$ cat config.mk
export PLATFORM = sky130hd
export DESIGN_NAME = tick_period_meter
export DESIGN_NICKNAME = d
export VERILOG_FILES = /design/src/rtl/tick_meter_pkg.sv /design/src/rtl/sync_edge_det.sv /design/src/rtl/tick_period_meter.sv
export SDC_FILE = /design/constraint.sdc
export NUM_CORES = 1
export LEC_CHECK = 0
export BUFFER_PORTS_ARGS = -buffer_cell sky130_fd_sc_hd__buf_2
export CELL_PAD_IN_SITES_DETAIL_PLACEMENT = 1
export CELL_PAD_IN_SITES_GLOBAL_PLACEMENT = 2
export CORE_MARGIN = 2
export CORE_UTILIZATION = 35
export DETAILED_ROUTE_END_ITERATION = 16
export PLACE_DENSITY_LB_ADDON = 0.1
export SLEW_MARGIN = 20
export SYNTH_ARGS = -nofsm -noshare
export SYNTH_HDL_FRONTEND = slang
export SYNTH_SLANG_ARGS = --single-unit
$ cat constraint.sdc
create_clock -name clk -period 6.3 [get_ports clk]
set_clock_uncertainty 0.15 [all_clocks]
set_input_delay 0.63 -clock clk [delete_from_list [all_inputs] [get_ports clk]]
set_output_delay 0.63 -clock clk [all_outputs]
set_load 0.01 [all_outputs]
$ cat src/rtl/tick_meter_pkg.sv
// Shared state encoding and default timing constants for the tick period meter.
// Defaults follow the clock divider's terminal count so the meter can self-check it.
package tick_meter_pkg;

    typedef enum logic [1:0] {
        ST_IDLE = 2'd0,
        ST_MEAS = 2'd1,
        ST_LOST = 2'd2
    } meter_state_e;

    localparam int unsigned DIV_TERMINAL = 32'd250000;
    localparam int unsigned DEF_CNT_W    = 32'd31;
    localparam int unsigned DEF_EXPECT   = DIV_TERMINAL + 32'd1;
    localparam int unsigned DEF_TOL      = 32'd2;
    // Two missing periods before loss is declared.
    localparam int unsigned DEF_TIMEOUT  = 32'd2 * DEF_EXPECT;
    localparam int unsigned DEF_LOCK_CNT = 32'd4;

endpackage

$ cat src/rtl/sync_edge_det.sv
// Optional 2-flop synchronizer followed by a registered rising-edge pulse.
// Usable for tick strobes, buttons and other external single-bit inputs.
module sync_edge_det #(
    parameter bit SYNC_EN = 1'b1
) (
    input  logic clk,
    input  logic reset,
    input  logic clear,
    input  logic sig_in,
    output logic pulse
);

    logic sig;
    logic prev;

    generate
        if (SYNC_EN) begin : g_sync
            logic [1:0] sync_q;

            // Two-flop synchronizer for inputs not related to clk.
            always_ff @(posedge clk or posedge reset) begin
                if (reset) begin
                    sync_q <= 2'b00;
                end else begin
                    sync_q <= {sync_q[0], sig_in};
                end
            end

            assign sig = sync_q[1];
        end else begin : g_direct
            assign sig = sig_in;
        end
    endgenerate

    // Rising-edge pulse; clear reloads the history so a held level is not seen again.
    always_ff @(posedge clk or posedge reset) begin
        if (reset) begin
            prev  <= 1'b0;
            pulse <= 1'b0;
        end else if (clear) begin
            prev  <= sig;
            pulse <= 1'b0;
        end else begin
            prev  <= sig;
            pulse <= sig & ~prev;
        end
    end

endmodule

$ cat src/rtl/tick_period_meter.sv
// Measures clk cycles between rising edges of a strobe, checks them against an
// expected period, tracks lock over consecutive good periods and flags tick loss.
module tick_period_meter
    import tick_meter_pkg::*;
#(
    parameter int unsigned CNT_W    = DEF_CNT_W,
    parameter int unsigned EXPECT   = DEF_EXPECT,
    parameter int unsigned TOL      = DEF_TOL,
    parameter int unsigned TIMEOUT  = DEF_TIMEOUT,
    parameter int unsigned LOCK_CNT = DEF_LOCK_CNT,
    parameter bit          SYNC_EN  = 1'b1
) (
    input  logic             clk,
    input  logic             reset,
    input  logic             tick_in,
    input  logic             clear,
    output logic [CNT_W-1:0] period_out,
    output logic             period_valid,
    output logic             in_tol,
    output logic             locked,
    output logic             timeout
);

    localparam int unsigned SW = (LOCK_CNT > 32'd1) ? $clog2(LOCK_CNT + 32'd1) : 32'd1;

    // Tolerance window evaluated one bit wider than the counter; lower bound clamps at 0.
    localparam logic [63:0] LO64 = (64'(EXPECT) >= 64'(TOL)) ? (64'(EXPECT) - 64'(TOL)) : 64'd0;
    localparam logic [63:0] HI64 = 64'(EXPECT) + 64'(TOL);
    localparam logic [CNT_W:0] LO_B = LO64[CNT_W:0];
    localparam logic [CNT_W:0] HI_B = HI64[CNT_W:0];

    localparam logic [CNT_W-1:0] TIMEOUT_C = CNT_W'(TIMEOUT);
    localparam logic [CNT_W-1:0] CNT_ONE   = CNT_W'(1);
    localparam logic [SW-1:0]    LOCK_C    = SW'(LOCK_CNT);
    localparam logic [SW-1:0]    LOCK_M1   = SW'(LOCK_CNT - 32'd1);
    localparam logic [SW-1:0]    STREAK_1  = SW'(1);

    meter_state_e     state;
    logic [CNT_W-1:0] cnt;
    logic [SW-1:0]    streak;
    logic             tick_edge;
    logic             cnt_in_tol;

    sync_edge_det #(
        .SYNC_EN (SYNC_EN)
    ) u_edge (
        .clk    (clk),
        .reset  (reset),
        .clear  (clear),
        .sig_in (tick_in),
        .pulse  (tick_edge)
    );

    assign cnt_in_tol = ({1'b0, cnt} >= LO_B) && ({1'b0, cnt} <= HI_B);

    // Measurement FSM with counter, tolerance result, lock streak and loss flag.
    always_ff @(posedge clk or posedge reset) begin
        if (reset) begin
            state        <= ST_IDLE;
            cnt          <= '0;
            streak       <= '0;
            period_out   <= '0;
            period_valid <= 1'b0;
            in_tol       <= 1'b0;
            locked       <= 1'b0;
            timeout      <= 1'b0;
        end else if (clear) begin
            state        <= ST_IDLE;
            cnt          <= '0;
            streak       <= '0;
            period_out   <= '0;
            period_valid <= 1'b0;
            in_tol       <= 1'b0;
            locked       <= 1'b0;
            timeout      <= 1'b0;
        end else begin
            period_valid <= 1'b0;
            case (state)
                ST_IDLE: begin
                    if (tick_edge) begin
                        state <= ST_MEAS;
                        cnt   <= CNT_ONE;
                    end else begin
                        cnt <= cnt;
                    end
                end
                ST_MEAS: begin
                    // An edge in the cnt==TIMEOUT cycle still reports a period.
                    if (tick_edge) begin
                        period_out   <= cnt;
                        period_valid <= 1'b1;
                        in_tol       <= cnt_in_tol;
                        cnt          <= CNT_ONE;
                        if (cnt_in_tol) begin
                            if (streak < LOCK_C) begin
                                streak <= streak + STREAK_1;
                            end else begin
                                streak <= streak;
                            end
                            if (streak >= LOCK_M1) begin
                                locked <= 1'b1;
                            end else begin
                                locked <= locked;
                            end
                        end else begin
                            streak <= '0;
                            locked <= 1'b0;
                        end
                    end else if (cnt == TIMEOUT_C) begin
                        state   <= ST_LOST;
                        timeout <= 1'b1;
                        locked  <= 1'b0;
                        streak  <= '0;
                    end else begin
                        cnt <= cnt + CNT_ONE;
                    end
                end
                ST_LOST: begin
                    if (tick_edge) begin
                        state   <= ST_MEAS;
                        cnt     <= CNT_ONE;
                        timeout <= 1'b0;
                    end else begin
                        cnt <= cnt;
                    end
                end
                default: begin
                    state <= ST_IDLE;
                    cnt   <= '0;
                end
            endcase
        end
    end

endmodule

==> results of run 1 <==
[stage by stage]
stage | hold slack (ps) | utilization, %
6_report | 209.5 | 40.60
5_1_grt | 210.7 | 40.60
4_1_cts | 213.0 | 40.60
3_5_place_dp | 193.6 | 38.38
3_3_place_gp | 187.8 | 38.38
2_1_floorplan | 181.2 | -
[power groups by stage]
stage	clock, mW	combinational, mW	sequential (mW)
2_1_floorplan	0	0.0286	0.497
3_3_place_gp	0	0.0404	0.500
3_5_place_dp	0	0.0414	0.500
4_1_cts	0.441	0.0415	0.490
5_1_grt	0.462	0.0444	0.491
6_report	0.429	0.0392	0.490
[metal layers]
| layer | routed length [µm] | vias up |
|---|---|---|
| met5 | 0 | - |
| met4 | 68 | 0 |
| met3 | 237 | 6 |
| met2 | 4508 | 45 |
| met1 | 4845 | 1453 |
| li1 | - | 1341 |
[logic make-up after synthesis]
kind of cell	Yosys count	share of synthesized area, %
AO/OA/AOI/OAI	83	18.04
adder cells (fa/ha/maj)	4	1.369
flip-flops	75	51.35
AND/OR/NAND/NOR	129	19.24
buffers and inverters	39	4.485
XOR/XNOR	23	5.512
[worst reg2reg max path: stages (launching register included)]
cell,delay [ps]
sky130_fd_sc_hd__dfrtp_1,420
sky130_fd_sc_hd__nor4_1,440
sky130_fd_sc_hd__nand3_1,300
sky130_fd_sc_hd__o31ai_4,720
sky130_fd_sc_hd__a2111oi_0,270
sky130_fd_sc_hd__xnor2_1,180
sky130_fd_sc_hd__nor2_1,50
[path summary, 6_finish.rpt]
| path | startpoint | to | slack (ps) | cells after the start |
|---|---|---|---|---|
| max | cnt[28]$_DFFE_PP0P_ | cnt[17]$_DFFE_PP0P_ | 3600 | 6 |
| min | u_edge.g_sync.sync_q[0]$_DFF_PP0_ | u_edge.g_sync.sync_q[1]$_DFF_PP0_ | 210 | 0 |
| max reg2reg | cnt[28]$_DFFE_PP0P_ | cnt[17]$_DFFE_PP0P_ | 3600 | 6 |
| min reg2reg | u_edge.g_sync.sync_q[0]$_DFF_PP0_ | u_edge.g_sync.sync_q[1]$_DFF_PP0_ | 210 | 0 |
| max in group asynchronous | reset | cnt[7]$_DFFE_PP0P_ | 4950 | 3 |
| min in group asynchronous | reset | period_out[21]$_DFFE_PP0P_ | 430 | 3 |
[cell usage after synthesis, types with 9 or more instances]
cell                       instances  area [µm²]
sky130_fd_sc_hd__a21oi_1          11       55.05
sky130_fd_sc_hd__a22o_1           31       271.5
sky130_fd_sc_hd__clkbuf_1         19       71.32
sky130_fd_sc_hd__dfrtp_1          75        1877
sky130_fd_sc_hd__inv_1            10       37.54
sky130_fd_sc_hd__nand2_1          17       63.81
sky130_fd_sc_hd__nand3_1          16       80.08
sky130_fd_sc_hd__nand4_1           9       56.30
sky130_fd_sc_hd__nor2_1           37       138.9
sky130_fd_sc_hd__nor3_1            9       45.04
sky130_fd_sc_hd__o21ai_0           9       45.04
sky130_fd_sc_hd__xnor2_1          15       131.4
[area by class of cell]
type,instances,share of cell area [%]
Sequential cell,75,45.18
Multi-Input combinational cell,239,39.01
Timing Repair Buffer,42,5.301
Tap cell,136,4.096
Clock buffer,12,3.735
Clock inverter,4,1.747
Inverter,10,0.9337
[state kept, by name, summed over array words and instances (netlist names)]
signal	count
u_edge.prev	1
u_edge.g_sync.sync_q	2
locked	1
cnt	31
streak	3
u_edge.pulse	1
timeout	1
state	2
period_out	31
period_valid	1
in_tol	1
==> metrics.txt, run 1 <==
# TYPE chip_impl_metric gauge
chip_impl_metric{name="synth_warnings",unit=""} 0
chip_impl_metric{name="worst_skew_late_latency",unit="ps"} 340
chip_impl_metric{name="cts_hold_repair.buffers",unit=""} 0
chip_impl_metric{name="slew_violations",unit=""} 0
chip_impl_metric{name="power.density_cell_area",unit="nW/µm²"} 230.7
chip_impl_metric{name="cts.sinks",unit=""} 75
chip_impl_info{name="final_cell_mix",value="sky130_fd_sc_hd__dfrtp_1 (75), sky130_fd_sc_hd__buf_2 (38), sky130_fd_sc_hd__nor2_1 (36), sky130_fd_sc_hd__a22o_1 (31), sky130_fd_sc_hd__nand2_1 (17)"} 1
chip_impl_info{name="critical-path-top-delay-family",value="compound AO/OA/AOI/OAI gates"} 1
chip_impl_metric{name="place_ws",unit="ps"} 3639
chip_impl_metric{name="syn_avg_cell_area",unit="µm²"} 10.35
chip_impl_metric{name="dieHeight",unit="µm"} 106.2
chip_impl_metric{name="drc",unit=""} 0
chip_impl_metric{name="synth.yosys.seq_area_share",unit="%"} 51.35
chip_impl_metric{name="post_synth_instance_area",unit="µm²"} 3655
chip_impl_info{name="sort_of_element_at_the_start_of_the_critical_path",value="register"} 1
chip_impl_metric{name="design.final.nets",unit=""} 385
chip_impl_metric{name="setup_ws",unit="ps"} 3597
chip_impl_metric{name="regArea",unit="µm²"} 1877
chip_impl_metric{name="clkPwrFrac",unit="%"} 44.7
chip_impl_metric{name="synth-edff-count",unit=""} 0
chip_impl_metric{name="finalCriticalPeriod",unit="ps"} 2703
chip_impl_metric{name="clkSlewWorstSetupHoldPaths",unit="ps"} 80
chip_impl_metric{name="total_of_flip_flops_plus_latches_after_synthesis",unit=""} 75
chip_impl_metric{name="drv.max_cap_violation_count",unit=""} 0
chip_impl_metric{name="power.ir.vdd_worst",unit="mV"} 0.1117
chip_impl_info{name="outcome",value="finished, final reports clean"} 1
chip_impl_metric{name="p_sw_share",unit="%"} 23.06
chip_impl_metric{name="drt-vias-per-instance",unit=""} 5.492
chip_impl_info{name="top_usage_layer",value="met2"} 1
chip_impl_metric{name="static-leakage-power",unit="nW"} 1.846
chip_impl_metric{name="grt_start_max_net_pins",unit=""} 76
chip_impl_metric{name="routed_wl",unit="µm"} 9660
chip_impl_metric{name="dp.cells",unit=""} 502
chip_impl_metric{name="drtPass1Iterations",unit=""} 4
chip_impl_metric{name="initial_core_util",unit="%"} 35.72
chip_impl_metric{name="post_cts.resized_instances",unit=""} 0
chip_impl_metric{name="grt_pass1_wl",unit="µm"} 16070
chip_impl_metric{name="timing.critical_path.fanout_max",unit=""} 17
chip_impl_metric{name="comb_power_share",unit="%"} 4.1
chip_impl_info{name="synth_top_flop_cell",value="sky130_fd_sc_hd__dfrtp_1"} 1
chip_impl_metric{name="finalSetupTns",unit="ps"} 0
chip_impl_metric{name="grtUsageTotal",unit="%"} 18.32
chip_impl_metric{name="achievable-frequency",unit="MHz"} 370.0
chip_impl_metric{name="dr.first_iter.drc_count",unit=""} 105
chip_impl_metric{name="timing_hold_violations_final",unit=""} 0
chip_impl_metric{name="dr_total_vias",unit=""} 2845
chip_impl_metric{name="detailed_place.area",unit="µm²"} 3926
chip_impl_metric{name="p_sw",unit="mW"} 0.2210
chip_impl_metric{name="drive_gt1_share",unit="%"} 18.59
chip_impl_metric{name="via_count_of_the_first_global_routing_pass",unit=""} 2912
chip_impl_metric{name="final_design_area_no_fill",unit="µm²"} 4154
chip_impl_metric{name="asyncSetResetFlopFracSynth",unit="%"} 100.0
chip_impl_metric{name="post_layout_instance_count_excluding_filler_cells",unit=""} 518
chip_impl_metric{name="cts_buffers",unit=""} 9
chip_impl_metric{name="sequentialPowerShare",unit="%"} 51.2
chip_impl_metric{name="core.rowCount",unit=""} 37
chip_impl_info{name="rsz0062_at_grt",value="no"} 1
chip_impl_metric{name="post_cts.repair.setup_buffers",unit=""} 0
chip_impl_metric{name="worst-endpoint-required",unit="ps"} 6340
chip_impl_metric{name="internal_power",unit="mW"} 0.7373
chip_impl_metric{name="drt.antenna.violating_nets",unit=""} 0
chip_impl_metric{name="syn-num-nets",unit=""} 361
chip_impl_metric{name="totalPowerFinal",unit="mW"} 0.9583
chip_impl_metric{name="critPathBufInv",unit=""} 0
chip_impl_metric{name="antenna_cells_inserted",unit=""} 0
chip_impl_metric{name="grt_util_met2",unit="%"} 28.66
chip_impl_info{name="crit_path_cell_trace",value="nor4_1 -> nand3_1 -> o31ai_4 -> a2111oi_0 -> xnor2_1 -> nor2_1"} 1
chip_impl_info{name="holdCritPathClass",value="register to register"} 1
chip_impl_metric{name="gr-usage-met3",unit="%"} 2.820
chip_impl_metric{name="groute.layer.met1.usage",unit="%"} 26.14
chip_impl_metric{name="worstPathArrival",unit="ps"} 2740
chip_impl_info{name="layout_commonest_cell",value="sky130_fd_sc_hd__dfrtp_1"} 1
chip_impl_info{name="worst_setup_path_end_kind",value="register"} 1
chip_impl_metric{name="place.port_buffers",unit=""} 38
chip_impl_metric{name="tightestPinTransition",unit="ps"} 1029
chip_impl_info{name="clockRootBuffer",value="sky130_fd_sc_hd__clkbuf_8"} 1
chip_impl_metric{name="multi_input_area",unit="µm²"} 1620
chip_impl_metric{name="globalplace.congestion",unit=""} 0.8205
chip_impl_metric{name="cp_slowest_stage_delay",unit="ps"} 720
chip_impl_metric{name="final_min_period_over_clock_period",unit="%"} 42.90
chip_impl_info{name="worst_setup_path_type",value="register to register"} 1
chip_impl_metric{name="floorplan.core_area",unit="µm²"} 10230
chip_impl_info{name="tritoncts",value="done"} 1
chip_impl_metric{name="cts_max_path_buffers",unit=""} 2
chip_impl_metric{name="globalRoute.totalOverflow",unit=""} 0
chip_impl_metric{name="chipWidth",unit="µm"} 106.2
chip_impl_metric{name="die_area",unit="µm²"} 11280
chip_impl_metric{name="post_synth_inst_count",unit=""} 353
chip_impl_metric{name="clock_tree.htree_level_count",unit=""} 3
chip_impl_metric{name="grt_antenna_before_repair",unit=""} 0
chip_impl_metric{name="n_fill_cell",unit=""} 1138
chip_impl_metric{name="area_growth",unit="%"} 13.66
chip_impl_metric{name="dpl.hpwl",unit="µm"} 6441
chip_impl_metric{name="timing.slew.headroom",unit="%"} 31.38
chip_impl_metric{name="io_pins",unit=""} 39
chip_impl_metric{name="setup-violations-final",unit=""} 0
chip_impl_info{name="timing.critical_path.slowest_stage_cell",value="sky130_fd_sc_hd__o31ai_4"} 1
chip_impl_metric{name="post_synth_num_cell_types",unit=""} 56
chip_impl_metric{name="avgRoutedWirePerCell",unit="µm"} 18.65
(Power assumes the default switching activity.)
==> inputs of run 2 (changes only) <==
Settings changed: ABC_AREA from default to 1, CORE_UTILIZATION 35 to 31.
Clock period 6.3 ns to 2.3 ns, I/O delays scaled along.
==> metrics.txt, run 2 <==
# TYPE chip_impl_metric gauge
chip_impl_info{name="tritoncts",value="done"} 1
chip_impl_metric{name="clock_tree.htree_level_count",unit=""} 3
chip_impl_metric{name="drtPass1Iterations",unit=""} 5
chip_impl_metric{name="finalSetupTns",unit="ps"} 0
chip_impl_metric{name="p_sw",unit="mW"} 0.7470
chip_impl_metric{name="yosysTopAreaCellShare",unit="%"} 43.86
chip_impl_info{name="leading_post_synthesis_cells_by_instance_count",value="sky130_fd_sc_hd__nand2_1 (178), sky130_fd_sc_hd__nor2_1 (80), sky130_fd_sc_hd__dfrtp_1 (75)"} 1
chip_impl_metric{name="finish.utilization",unit="%"} 38.10
chip_impl_info{name="critical-path-top-delay-family",value="simple AND/OR/NAND/NOR gates"} 1
chip_impl_metric{name="syn-num-nets",unit=""} 596
chip_impl_metric{name="tightestPinTransition",unit="ps"} 553.3
chip_impl_metric{name="drt-vias-per-instance",unit=""} 5.007
chip_impl_metric{name="comb_power_share",unit="%"} 6.5
chip_impl_metric{name="cp_slowest_stage_delay",unit="ps"} 460
chip_impl_info{name="sort_of_element_at_the_start_of_the_critical_path",value="register"} 1
chip_impl_metric{name="internal_power",unit="mW"} 2.337
chip_impl_info{name="rsz0062_at_grt",value="no"} 1
chip_impl_metric{name="initial_core_util",unit="%"} 32.06
chip_impl_metric{name="area_growth",unit="%"} 18.86
chip_impl_metric{name="routed_wl",unit="µm"} 15020
chip_impl_metric{name="core.rowCount",unit=""} 42
chip_impl_metric{name="grt_pass1_wl",unit="µm"} 24230
chip_impl_metric{name="globalRoute.totalOverflow",unit=""} 0
chip_impl_metric{name="clkSlewWorstSetupHoldPaths",unit="ps"} 60
chip_impl_metric{name="antenna_cells_inserted",unit=""} 0
chip_impl_metric{name="post_synth_inst_count",unit=""} 588
chip_impl_metric{name="grt_start_max_net_pins",unit=""} 29
chip_impl_metric{name="post_synth_num_cell_types",unit=""} 33
chip_impl_metric{name="drc",unit=""} 0
chip_impl_metric{name="worst-endpoint-required",unit="ps"} 2420
chip_impl_metric{name="slew_violations",unit=""} 0
chip_impl_metric{name="achievable-frequency",unit="MHz"} 475.7
chip_impl_metric{name="total_of_flip_flops_plus_latches_after_synthesis",unit=""} 75
chip_impl_metric{name="via_count_of_the_first_global_routing_pass",unit=""} 4233
chip_impl_info{name="worst_setup_path_type",value="register to register"} 1
chip_impl_info{name="worst_setup_path_end_kind",value="register"} 1
chip_impl_metric{name="power.ir.vdd_worst",unit="mV"} 0.4021
chip_impl_metric{name="power.density_cell_area",unit="nW/µm²"} 606.3
chip_impl_metric{name="post_synth_instance_area",unit="µm²"} 4279
chip_impl_metric{name="globalplace.congestion",unit=""} 0.9851
chip_impl_metric{name="cts_buffers",unit=""} 9
chip_impl_info{name="most_frequent_cell_after_synthesis",value="sky130_fd_sc_hd__nand2_1"} 1
chip_impl_metric{name="drt.antenna.violating_nets",unit=""} 0
chip_impl_metric{name="io_pins",unit=""} 39
chip_impl_metric{name="worstPathArrival",unit="ps"} 2220
chip_impl_info{name="layout_commonest_cell",value="sky130_fd_sc_hd__nand2_1"} 1
chip_impl_info{name="timing.critical_path.slowest_stage_cell",value="sky130_fd_sc_hd__dfrtp_2"} 1
chip_impl_metric{name="dieHeight",unit="µm"} 121.5
chip_impl_metric{name="static-leakage-power",unit="nW"} 2.369
chip_impl_metric{name="dpl.hpwl",unit="µm"} 11540
chip_impl_metric{name="die_area",unit="µm²"} 14760
chip_impl_metric{name="timing.critical_path.fanout_max",unit=""} 6
chip_impl_metric{name="cts.sinks",unit=""} 75
chip_impl_metric{name="synth.yosys.seq_area_share",unit="%"} 43.86
chip_impl_metric{name="dr.first_iter.drc_count",unit=""} 251
chip_impl_metric{name="worst_skew_late_latency",unit="ps"} 350
chip_impl_metric{name="design.final.nets",unit=""} 648
chip_impl_metric{name="clkPwrFrac",unit="%"} 49.6
chip_impl_metric{name="grtUsageTotal",unit="%"} 21.99
chip_impl_metric{name="avgRoutedWirePerCell",unit="µm"} 18.30
chip_impl_metric{name="syn_avg_cell_area",unit="µm²"} 7.277
chip_impl_metric{name="grt_antenna_before_repair",unit=""} 0
chip_impl_info{name="crit_path_cell_trace",value="inv_2 -> nand2_1 -> nor2_1 -> nand2_1 -> nor2_2 -> nand2_1 -> nand2_2 -> nand2_2 -> inv_1 -> buf_4 -> nand2_1 -> o21ai_0"} 1
chip_impl_metric{name="finalCriticalPeriod",unit="ps"} 2102
chip_impl_metric{name="synth-edff-count",unit=""} 0
chip_impl_metric{name="floorplan.core_area",unit="µm²"} 13350
chip_impl_info{name="holdCritPathClass",value="register to register"} 1
chip_impl_info{name="largest_registers",value="cnt x31, period_out x31, streak x3"} 1
chip_impl_info{name="clockRootBuffer",value="sky130_fd_sc_hd__clkbuf_16"} 1
chip_impl_metric{name="chipWidth",unit="µm"} 121.5
chip_impl_metric{name="dr_total_vias",unit=""} 4111
chip_impl_metric{name="p_sw_share",unit="%"} 24.22
chip_impl_metric{name="place.port_buffers",unit=""} 38
chip_impl_metric{name="asyncSetResetFlopFracSynth",unit="%"} 100.0
chip_impl_metric{name="final_min_period_over_clock_period",unit="%"} 91.41
chip_impl_metric{name="critPathBufInv",unit=""} 3
chip_impl_info{name="post_synth_main_area_contributors",value="sky130_fd_sc_hd__dfrtp_1 (44%), sky130_fd_sc_hd__nand2_1 (16%), sky130_fd_sc_hd__nor2_1 (7.0%)"} 1
chip_impl_info{name="outcome",value="finished, final reports clean"} 1
chip_impl_metric{name="timing_hold_violations_final",unit=""} 0
chip_impl_metric{name="drv.max_cap_violation_count",unit=""} 0
chip_impl_metric{name="totalPowerFinal",unit="mW"} 3.084
chip_impl_metric{name="synth_warnings",unit=""} 0
chip_impl_metric{name="sequentialPowerShare",unit="%"} 43.9
chip_impl_metric{name="drive_gt1_share",unit="%"} 17.98
chip_impl_info{name="synth_top_flop_cell",value="sky130_fd_sc_hd__dfrtp_1"} 1
chip_impl_metric{name="setup-violations-final",unit=""} 0
chip_impl_info{name="final_cell_mix",value="sky130_fd_sc_hd__nand2_1 (177), sky130_fd_sc_hd__nor2_1 (80), sky130_fd_sc_hd__dfrtp_1 (73), sky130_fd_sc_hd__inv_1 (47), sky130_fd_sc_hd__nand3_1 (40)"} 1
chip_impl_metric{name="cts_max_path_buffers",unit=""} 2
chip_impl_info{name="cpMostUsedCell",value="sky130_fd_sc_hd__nand2_1"} 1
chip_impl_info{name="yosys.area.top_type",value="sky130_fd_sc_hd__dfrtp_1"} 1
chip_impl_metric{name="timing.slew.headroom",unit="%"} 63.07
## run 2: power by group through the flow
stage / sequential [mW] / clock [mW] / combinational, mW
floorplan: 1.37 / 0 / 0.131
global placement: 1.37 / 0 / 0.198
detailed placement: 1.38 / 0 / 0.200
CTS: 1.35 / 1.57 / 0.205
global route: 1.35 / 1.63 / 0.222
finish: 1.35 / 1.53 / 0.201
## run 2: repair_timing
action,CTS,global route
gates resized for setup,0,4
setup buffers,0,0
endpoints found under the setup margin,0,19
hold endpoints to repair,27,0
hold buffers,3,0
## run 2: metal layers
layer | wire length, µm | vias to the layer above | global-route usage [%]
li1 | - | 1988 | -
met1 | 7279 | 2023 | 30.40
met2 | 7009 | 81 | 35.11
met3 | 516 | 19 | 4.605
met4 | 216 | 0 | 5.460
met5 | 0 | - | 0
## run 2: kinds of logic after synthesis
group	synth area share, %
flops	43.86
compound gates	9.562
buf+inv	8.713
xor+xnor	2.456
fa+ha+maj	1.170
simple gates	34.24
## run 2: final timing paths
path / startpoint / to / slack (ps) / depth (start not counted)
worst min-delay path: u_edge.g_sync.sync_q[0]$_DFF_PP0_ / u_edge.g_sync.sync_q[1]$_DFF_PP0_ / 210 / 0
worst min register to register: u_edge.g_sync.sync_q[0]$_DFF_PP0_ / u_edge.g_sync.sync_q[1]$_DFF_PP0_ / 210 / 0
worst max-delay path: cnt[14]$_DFFE_PP0P_ / cnt[28]$_DFFE_PP0P_ / 200 / 12
min in group asynchronous: reset / period_out[30]$_DFFE_PP0P_ / 310 / 3
worst max register to register: cnt[14]$_DFFE_PP0P_ / cnt[28]$_DFFE_PP0P_ / 200 / 12
max in group asynchronous: reset / cnt[0]$_DFFE_PP0P_ / 1090 / 4
## run 2: layout make-up
type / instances / area (µm²)
Multi-Input combinational cell: 430 / 2032
Clock inverter: 5 / 77.57
Timing Repair Buffer: 66 / 420.4
Sequential cell: 75 / 1879
Fill cell: 1663 / 8262
Clock buffer: 11 / 232.7
Tap cell: 176 / 220.2
Inverter: 58 / 224.0
## run 2: worst reg2reg max path: cells and delay by family, from the launching register on
| family | cells | cell delay (ps) |
|---|---|---|
| simple gates | 8 | 840 |
| compound gates | 1 | 70 |
| buf+inv | 3 | 480 |
| flops | 1 | 460 |
## run 2: per-stage QoR
step                setup WS (ps)  area (µm²)  hold slack, ps  cells
global route                8.642        5086           218.4    821
floorplan                   10.02        4279           111.4    588
finish                      197.6        5086           209.2    821
detailed placement          120.9        4741           143.0    802
global placement            142.2        4741           139.0    802
CTS                         108.1        5081           213.2    821
